[src/rtl/cc_sidedetector.sv]
// Registered ball side detector: tracks the ball zone, flags paddle hit/miss on arrival and counts hits.
// Optional macro CC_SIDEDETECT_MISSCOUNT_EN adds a saturating miss counter; otherwise misscount reads 0.
module cc_sidedetector #(
    parameter int SIDEDETECT_DATAWIDTH = 8,
    parameter int SIDEDETECT_LEFT_POS  = 3,
    parameter int SIDEDETECT_RIGHT_POS = 0,
    parameter int SIDEDETECT_CNTWIDTH  = 4
) (
    input  logic                            CC_SIDEDETECT_CLOCK_50,
    input  logic                            CC_SIDEDETECT_RESET_InHigh,
    input  logic                            CC_SIDEDETECT_tick_InHigh,
    input  logic                            CC_SIDEDETECT_clear_InHigh,
    input  logic [SIDEDETECT_DATAWIDTH-1:0] CC_SIDEDETECT_data_InBUS,
    input  logic [SIDEDETECT_DATAWIDTH-1:0] CC_SIDEDETECT_paddle_InBUS,
    output logic                            CC_SIDEDETECT_izquierda_OutLow,
    output logic                            CC_SIDEDETECT_derecha_OutLow,
    output logic                            CC_SIDEDETECT_arrive_OutHigh,
    output logic                            CC_SIDEDETECT_hit_OutHigh,
    output logic                            CC_SIDEDETECT_miss_OutHigh,
    output logic [SIDEDETECT_CNTWIDTH-1:0]  CC_SIDEDETECT_hitcount_OutBUS,
    output logic [SIDEDETECT_CNTWIDTH-1:0]  CC_SIDEDETECT_misscount_OutBUS
);

    typedef enum logic [1:0] {MID, AT_LEFT, AT_RIGHT} state_t;

    localparam logic [SIDEDETECT_DATAWIDTH-1:0] ONE_HOT_BASE = {{(SIDEDETECT_DATAWIDTH-1){1'b0}}, 1'b1};
    localparam logic [SIDEDETECT_DATAWIDTH-1:0] LEFT_MASK    = ONE_HOT_BASE << SIDEDETECT_LEFT_POS;
    localparam logic [SIDEDETECT_DATAWIDTH-1:0] RIGHT_MASK   = ONE_HOT_BASE << SIDEDETECT_RIGHT_POS;

    state_t state;
    state_t next_state;
    logic   arrival;
    logic   overlap;

    // Exact one-hot compare: multi-hot or empty rows fall back to MID.
    always_comb begin
        next_state = MID;
        if (CC_SIDEDETECT_data_InBUS == LEFT_MASK)
            next_state = AT_LEFT;
        else if (CC_SIDEDETECT_data_InBUS == RIGHT_MASK)
            next_state = AT_RIGHT;
        arrival = CC_SIDEDETECT_tick_InHigh && (next_state != MID) && (next_state != state);
        overlap = |(CC_SIDEDETECT_data_InBUS & CC_SIDEDETECT_paddle_InBUS);
    end

    always_ff @(posedge CC_SIDEDETECT_CLOCK_50) begin
        if (CC_SIDEDETECT_RESET_InHigh) begin
            state                          <= MID;
            CC_SIDEDETECT_izquierda_OutLow <= 1'b1;
            CC_SIDEDETECT_derecha_OutLow   <= 1'b1;
            CC_SIDEDETECT_arrive_OutHigh   <= 1'b0;
            CC_SIDEDETECT_hit_OutHigh      <= 1'b0;
            CC_SIDEDETECT_miss_OutHigh     <= 1'b0;
            CC_SIDEDETECT_hitcount_OutBUS  <= '0;
        end else begin
            CC_SIDEDETECT_arrive_OutHigh <= arrival;
            CC_SIDEDETECT_hit_OutHigh    <= arrival && overlap;
            if (CC_SIDEDETECT_tick_InHigh) begin
                state                          <= next_state;
                CC_SIDEDETECT_izquierda_OutLow <= (next_state != AT_LEFT);
                CC_SIDEDETECT_derecha_OutLow   <= (next_state != AT_RIGHT);
            end
            // Clear beats a same-cycle arrival for the counter and sticky miss, not for the pulses.
            if (CC_SIDEDETECT_clear_InHigh) begin
                CC_SIDEDETECT_hitcount_OutBUS <= '0;
                CC_SIDEDETECT_miss_OutHigh    <= 1'b0;
            end else if (arrival) begin
                if (overlap) begin
                    if (CC_SIDEDETECT_hitcount_OutBUS != '1)
                        CC_SIDEDETECT_hitcount_OutBUS <= CC_SIDEDETECT_hitcount_OutBUS + SIDEDETECT_CNTWIDTH'(1);
                end else begin
                    CC_SIDEDETECT_miss_OutHigh <= 1'b1;
                end
            end
        end
    end

`ifdef CC_SIDEDETECT_MISSCOUNT_EN
    always_ff @(posedge CC_SIDEDETECT_CLOCK_50) begin
        if (CC_SIDEDETECT_RESET_InHigh || CC_SIDEDETECT_clear_InHigh)
            CC_SIDEDETECT_misscount_OutBUS <= '0;
        else if (arrival && !overlap && (CC_SIDEDETECT_misscount_OutBUS != '1))
            CC_SIDEDETECT_misscount_OutBUS <= CC_SIDEDETECT_misscount_OutBUS + SIDEDETECT_CNTWIDTH'(1);
    end
`else
    assign CC_SIDEDETECT_misscount_OutBUS = '0;
`endif

endmodule

[config.mk]
export PLATFORM = sky130hd
export DESIGN_NAME = cc_sidedetector
export DESIGN_NICKNAME = d
export VERILOG_FILES = /design/src/rtl/cc_sidedetector.sv
export SDC_FILE = /design/constraint.sdc
export NUM_CORES = 1
export LEC_CHECK = 0
export ABC_AREA = 0
export CORE_MARGIN = 8
export CORE_UTILIZATION = 40
export CTS_CLUSTER_SIZE = 8
export DETAILED_ROUTE_END_ITERATION = 7
export PLACE_DENSITY_LB_ADDON = 0.08
export SETUP_SLACK_MARGIN = 0.4
export SLEW_MARGIN = 20
export SYNTH_ARGS = -nofsm -noshare
export SYNTH_HDL_FRONTEND = slang
export SYNTH_SLANG_ARGS = --single-unit
[constraint.sdc]
create_clock -name CC_SIDEDETECT_CLOCK_50 -period 2.2 [get_ports CC_SIDEDETECT_CLOCK_50]
set_input_delay 0.44 -clock CC_SIDEDETECT_CLOCK_50 [delete_from_list [all_inputs] [get_ports CC_SIDEDETECT_CLOCK_50]]
set_output_delay 0.44 -clock CC_SIDEDETECT_CLOCK_50 [all_outputs]
set_load 0.01 [all_outputs]
==> metrics.yaml, run 1 <==
timing:
  fin_skew_ns: 0.00794
  fin_setup_tns_ns: 0
  fin_crit_ns: 1.75
  setup_viol: 0
  rsz0062_at_grt: "true"
  fmax_mhz: 571
  maxSlewViolCount: 0
  report.final.hold_viol_count: 0
  min_period_over_period_pct: 79.7
  setup_slack_ns: 0.448
final_layout:
  finalInstanceArea_um2: 955
  layout.nets: 121
  fill_cells: 133
  diodes: 0
  drive_gt1_share_pct: 10.1
  syn2layout_area_growth_pct: 55.7
  stdcell_count: 115
setup_path:
  reg2reg_slack_ns: 0.78
  crit_slowest_cell: "clkdlybuf4s50_1"
  crit_path_max_fanout: 4
  crit_chain: "clkdlybuf4s50_1 > nand2b_1 > o22a_1 > nor4_4 > mux2i_1"
  r2r_cells: 4
  cp.required_ns: 2.40
  startpoint: "CC_SIDEDETECT_data_InBUS[0]"
  startpoint_type: "input port"
  crit_path_end_kind: "flip-flop"
  worst_ep_arrival_time_ns: 1.95
  crit_path_max_incr_delay_ns: 0.45
  worstSetupPathType: "input port to flip-flop"
  timing.rr.end: "CC_SIDEDETECT_hitcount_OutBUS[1]$_SDFFE_PP0P_"
  r2r-start: "CC_SIDEDETECT_hitcount_OutBUS[0]$_SDFFE_PP0P_"
power_and_ir_drop:
  power.leakage_uw: 0.000337
  power_density_nw_per_um2: 427
  ir_worst_vdd_mv: 0.344
  p_total_uw: 408
routing:
  wl_per_cell_um: 13.4
  postRouteWirelength_um: 1550
  num_vias: 597
  via_per_inst: 5.19
  detail_route.first_pass.iterations: 4
  ant_nets: 0
  drtIter0Drc: 7
  drc: 0
yosys:
  synth_area_leaders: "dfxtp_1 36%, nor4_4 6.9%, o22ai_1 5.1%, a22oi_1 4.9%, buf_4 4.9%"
  netlist_instances: 67
  ys_seq_elements: 11
  yosysTopAreaCell: "dfxtp_1"
  yosysWarnings: 0
  synth_cell_types: 25
  synth-compound-area-share_pct: 16.7
  ys_seq_area_share_pct: 35.9
  synthMuxAreaShare_pct: 3.27
  synthSimpleGateAreaFrac_pct: 34.7
  synth-adder-area-share_pct: 2.04
  syn_area_um2: 613
  avgSynthCellArea_um2: 9.15
  synth_xor_area_share_pct: 0
  synth_top_family_by_area: "simple AND/OR/NAND/NOR gates"
  synth_top_area_share_pct: 35.9
global_route:
  antenna_found_initial: 0
  overflow: 0
  grt_max_degree: 10
  grt_pass1_wl_um: 2490
  track_usage_pct: 11.1
  grt_pass1_vias: 590
min_path:
  min_path_cells: 2
  hold_start: "CC_SIDEDETECT_izquierda_OutLow$_SDFFE_PP1P_"
  hold_class: "flip-flop to flip-flop"
  hold_end: "CC_SIDEDETECT_izquierda_OutLow$_SDFFE_PP1P_"
placed_design:
  place_inst: 110
  gp_congestion: 0.794
  dp_hpwl_um: 1290
  io_buffers: 28
  pre_cts_slack_ns: 0.132
  place_area_um2: 895
clocking:
  cts_tree: "done"
  cts-root-buf: "clkbuf_4"
  htree_levels: 1
  clockBufferDepth: 2
  cts_sinks: 11
  path_clk_slew_ns: 0.07
  hold_buffers: 0
  numCtsBuffers: 3
  worstSkewPairLatency_ns: 0.27
floorplan:
  rows: 14
  start_util_pct: 41.7
  die_h_um: 55.2
  coreArea_um2: 1470
  die_w_um: 55.2
  die_area_um2: 3040
  pin_count: 33
status:
  outcome: "finished clean"
flow_run:
  max_cap_violations: 0
==> critical path, delay by kind of cell <==
| kind | cells | cell delay, ns |
|---|---|---|
| muxes | 1 | 0.22 |
| and+or+nand+nor | 2 | 0.55 |
| AOI/OAI and AO/OA | 1 | 0.29 |
| buffers and inverters | 1 | 0.45 |
==> power by group <==
part	switching [uW]	total (uW)	internal (uW)	leakage, uW
Clock	64.8	135	70.1	0.0000150
Sequential	0.117	199	199	0.0000886
Combinational	32.5	73.7	41.1	0.000233
Total	97.4	408	310	0.000337
==> per-stage QoR <==
step | hold slack (ns) | util, %
after floorplan | 0.506 | -
after global placement | 0.482 | 60.8
after detailed placement | 0.489 | 60.8
after CTS | 0.507 | 62.6
after global routing | 0.542 | 64.9
final | 0.496 | 64.9
==> final cells by class <==
class / instances / area [um2] / share of cell area [%]
clock buffer: 4 / 26.3 / 2.75
inverter: 3 / 11.3 / 1.18
multi-input combinational: 52 / 389 / 40.8
sequential: 11 / 220 / 23.1
tap: 16 / 20.0 / 2.10
timing repair buffer: 29 / 288 / 30.1
==> cells in the final DEF, fill, tap and decap left out <==
master	netlist	routed
clkdlybuf4s50_1	0	28
dfxtp_1	11	11
o22ai_1	5	5
nor2_1	4	4
nor2b_1	4	4
nand2b_1	4	4
nand2_1	4	4
a22oi_1	4	4
conb_1	1	4
nor3_1	3	3
inv_1	3	3
clkbuf_4	0	3
nor4_4	2	2
nand3_1	2	2
nand4_1	2	2
and3_1	2	2
mux2i_1	2	2
and3_2	1	1
and4_1	1	1
a31oi_1	1	1
nand3_4	1	1
o22a_1	1	1
o41ai_2	0	1
a41oi_1	1	1
o41ai_4	0	1
or3_1	1	1
ha_1	1	1
clkbuf_1	0	1
buf_4	4	1
==> layer usage <==
metal  global-route usage (%)  vias to the layer above  part of all wire, %
li1                         -                      314                    -
met1                     14.4                      258                   45
met2                     16.0                       20                   46
met3                     4.01                        5                  7.7
met4                     4.80                        0                  1.6
met5                        0                        -                    0
==> synth_stat cells <==
library cell  instances
nand2b_1              4
nand4_1               2
and4_1                1
o22ai_1               5
a31oi_1               1
conb_1                1
a22oi_1               4
nand2_1               4
nor4_4                2
mux2i_1               2
nor2b_1               4
ha_1                  1
nand3_1               2
o41ai_1               2
dfxtp_1              11
buf_4                 4
o22a_1                1
nand3_4               1
inv_1                 3
and3_1                2
a41oi_1               1
and3_2                1
nor2_1                4
or3_1                 1
nor3_1                3
==> logic make-up (layout without fill, tap and decap cells) <==
family,Yosys count,count (layout)
AND/OR/NAND/NOR,31,31
AO/OA/AOI/OAI,14,14
flip-flops,11,11
buffers and inverters,7,36
multiplexers,2,2
adder cells (fa/ha/maj),1,1
other,1,4
==> how the worst max path moves through the flow <==
| stage | end | slack, ns | cells past startpoint |
|---|---|---|---|
| 2_1_floorplan | CC_SIDEDETECT_hitcount_OutBUS[0]$_SDFFE_PP0P_ | 0.71 | 4 |
| 3_3_place_gp | CC_SIDEDETECT_hitcount_OutBUS[2]$_SDFFE_PP0P_ | 0.17 | 5 |
| 3_5_place_dp | CC_SIDEDETECT_hitcount_OutBUS[2]$_SDFFE_PP0P_ | 0.13 | 5 |
| 4_1_cts | CC_SIDEDETECT_hitcount_OutBUS[1]$_SDFFE_PP0P_ | 0.42 | 5 |
| 5_1_grt | CC_SIDEDETECT_hitcount_OutBUS[0]$_SDFFE_PP0P_ | 0.36 | 5 |
| 6_report | CC_SIDEDETECT_hitcount_OutBUS[1]$_SDFFE_PP0P_ | 0.45 | 5 |
==> repair_timing <==
| item | in CTS | in global routing |
|---|---|---|
| gates resized for setup | 0 | 3 |
| buffers inserted | 0 | 1 |
| endpoints found under the setup margin | 0 | 4 |
==> sequential cells by signal, indices dropped and copies added, names as in the netlist <==
| register | cells |
|---|---|
| CC_SIDEDETECT_hit_OutHigh | 1 |
| CC_SIDEDETECT_miss_OutHigh | 1 |
| CC_SIDEDETECT_arrive_OutHigh | 1 |
| CC_SIDEDETECT_hitcount_OutBUS | 4 |
| CC_SIDEDETECT_derecha_OutLow | 1 |
| state | 2 |
| CC_SIDEDETECT_izquierda_OutLow | 1 |
Note: power is estimated with default switching activity, not from simulation.
==> inputs of run 2 (changes only) <==
--- a/config.mk
+++ b/config.mk
@@ -7,7 +7,7 @@
 export LEC_CHECK = 0
 export ABC_AREA = 0
 export CORE_MARGIN = 8
-export CORE_UTILIZATION = 40
+export CORE_UTILIZATION = 34
 export CTS_CLUSTER_SIZE = 8
 export DETAILED_ROUTE_END_ITERATION = 7
 export PLACE_DENSITY_LB_ADDON = 0.08
==> constraint.sdc (replaced) <==
create_clock -name CC_SIDEDETECT_CLOCK_50 -period 1.41 [get_ports CC_SIDEDETECT_CLOCK_50]
set_input_delay 0.282 -clock CC_SIDEDETECT_CLOCK_50 [delete_from_list [all_inputs] [get_ports CC_SIDEDETECT_CLOCK_50]]
set_output_delay 0.282 -clock CC_SIDEDETECT_CLOCK_50 [all_outputs]
set_load 0.01 [all_outputs]
==> run 2 against run 1 <==
Compared with the run above: global-route usage is 1.2 points higher; final cell count is 23% higher; die area is 12% higher; sequential power is 52% higher; wire length is 36% higher; critical path type is now flip-flop to flip-flop.
==> metrics.yaml, run 2 (synthesis results as in run 1) <==
floorplan:
  die_w_um: 58.5
  pin_count: 33
  die_area_um2: 3420
  coreArea_um2: 1710
  rows: 15
  die_h_um: 58.5
  start_util_pct: 35.9
power_and_ir_drop:
  ir_worst_vdd_mv: 0.546
  p_total_uw: 687
  power.leakage_uw: 0.000501
  power_density_nw_per_um2: 560
global_route:
  grt_pass1_wl_um: 3240
  track_usage_pct: 12.3
  grt_max_degree: 8
  overflow: 0
  antenna_found_initial: 0
  grt_pass1_vias: 736
timing:
  fin_setup_tns_ns: 0
  maxSlewViolCount: 0
  fin_skew_ns: 0.000453
  setup_slack_ns: 0.0694
  min_period_over_period_pct: 95.1
  fin_crit_ns: 1.34
  setup_viol: 0
  report.final.hold_viol_count: 0
  rsz0062_at_grt: "true"
  fmax_mhz: 746
  worst_hold_slack_ns: 0.476
final_layout:
  final_common_cell: "buf_4"
  stdcell_count: 142
  final_cell_mix: "15 x buf_4, 10 x buf_6, 8 x dlygate4sd2_1, 6 x buf_2, 5 x dfxtp_2"
  top_register: "CC_SIDEDETECT_hitcount_OutBUS"
  syn2layout_area_growth_pct: 100
  reg_top3: "CC_SIDEDETECT_hitcount_OutBUS (4), state (2)"
  largest_reg_flops: 4
  diodes: 0
  fill_cells: 125
  drive_gt1_share_pct: 61.5
  layout.nets: 139
setup_path:
  cp.required_ns: 1.61
  crit_path_max_fanout: 5
  worstSetupPathType: "flip-flop to flip-flop"
  worst_ep_arrival_time_ns: 1.54
  reg2reg_slack_ns: 0.07
  startpoint_type: "flip-flop"
  crit_path_end_kind: "flip-flop"
min_path:
  hold_class: "input port to flip-flop"
routing:
  via_per_inst: 4.99
  ant_nets: 0
  drtIter0Drc: 8
  wl_per_cell_um: 14.8
  postRouteWirelength_um: 2100
  drc: 0
  detail_route.first_pass.iterations: 3
  num_vias: 709
clocking:
  cts_tree: "done"
  path_clk_slew_ns: 0.07
  numCtsBuffers: 3
  htree_levels: 1
  worstSkewPairLatency_ns: 0.27
  clockBufferDepth: 2
  cts_sinks: 11
  cts-root-buf: "clkbuf_4"
placed_design:
  io_buffers: 28
  place_inst: 127
  gp_congestion: 0.750
  dp_hpwl_um: 1490
  pre_cts_slack_ns: -0.446
flow_run:
  max_cap_violations: 0
status:
  outcome: "finished clean"
run 2: cell types whose count changed in the layout (fill, tap and decap cells not counted), moves of 4 or more:
| cell | previous run | this run |
|---|---|---|
| o22ai_1 | 5 | 1 |
| o22ai_2 | 0 | 4 |
| dfxtp_2 | 0 | 5 |
| a22oi_1 | 4 | 0 |
| buf_2 | 0 | 6 |
| buf_4 | 1 | 15 |
| dfxtp_4 | 0 | 4 |
| clkdlybuf4s50_1 | 28 | 2 |
| dlygate4sd2_1 | 0 | 8 |
| buf_6 | 0 | 10 |
| dfxtp_1 | 11 | 2 |
| a22oi_2 | 0 | 4 |
run 2: worst paths after layout:
path | start | endpoint | cells past startpoint
setup reg to reg | CC_SIDEDETECT_hitcount_OutBUS[0]$_SDFFE_PP0P_ | CC_SIDEDETECT_hitcount_OutBUS[1]$_SDFFE_PP0P_ | 4
setup / recovery | CC_SIDEDETECT_hitcount_OutBUS[0]$_SDFFE_PP0P_ | CC_SIDEDETECT_hitcount_OutBUS[1]$_SDFFE_PP0P_ | 4
hold / removal | CC_SIDEDETECT_data_InBUS[0] | CC_SIDEDETECT_derecha_OutLow$_SDFFE_PP1P_ | 5
hold reg to reg | CC_SIDEDETECT_derecha_OutLow$_SDFFE_PP1P_ | CC_SIDEDETECT_derecha_OutLow$_SDFFE_PP1P_ | 2
run 2: through the flow:
step	instance area, um2	util, %
after floorplan	688	-
after global placement	1030	60.3
after detailed placement	1030	60.3
after CTS	1150	67.4
after global routing	1230	71.9
final	1230	71.9
run 2: repair_timing:
item,in CTS,in global routing
pin swaps,11,14
setup buffers,5,6
gates resized for setup,97,18
endpoints found under the setup margin,20,20
hold buffers,0,0
run 2: power by group:
group	total (uW)	switching (uW)	internal (uW)
Sequential	303	0.266	303
Clock	225	115	110
Combinational	159	72.6	86.6
run 2: routing by layer:
metal	GRT usage, %	wire (um)
met1	12.2	804
met2	21.7	1130
met3	4.35	112
met4	7.34	53
met5	0	0
run 2: worst max-delay path, cell delays in order (launching register included):
cell     delay [ns]
dfxtp_4        0.37
ha_4           0.16
and3_4         0.18
nor4_4         0.32
mux2i_1        0.24
run 2: final cells by class:
type / instances / area (um2) / area share [%]
sequential: 11 / 241 / 19.7
tap: 25 / 31.3 / 2.55
clock buffer: 4 / 26.3 / 2.14
inverter: 3 / 11.3 / 0.916
multi-input combinational: 52 / 517 / 42.1
timing repair buffer: 47 / 402 / 32.7
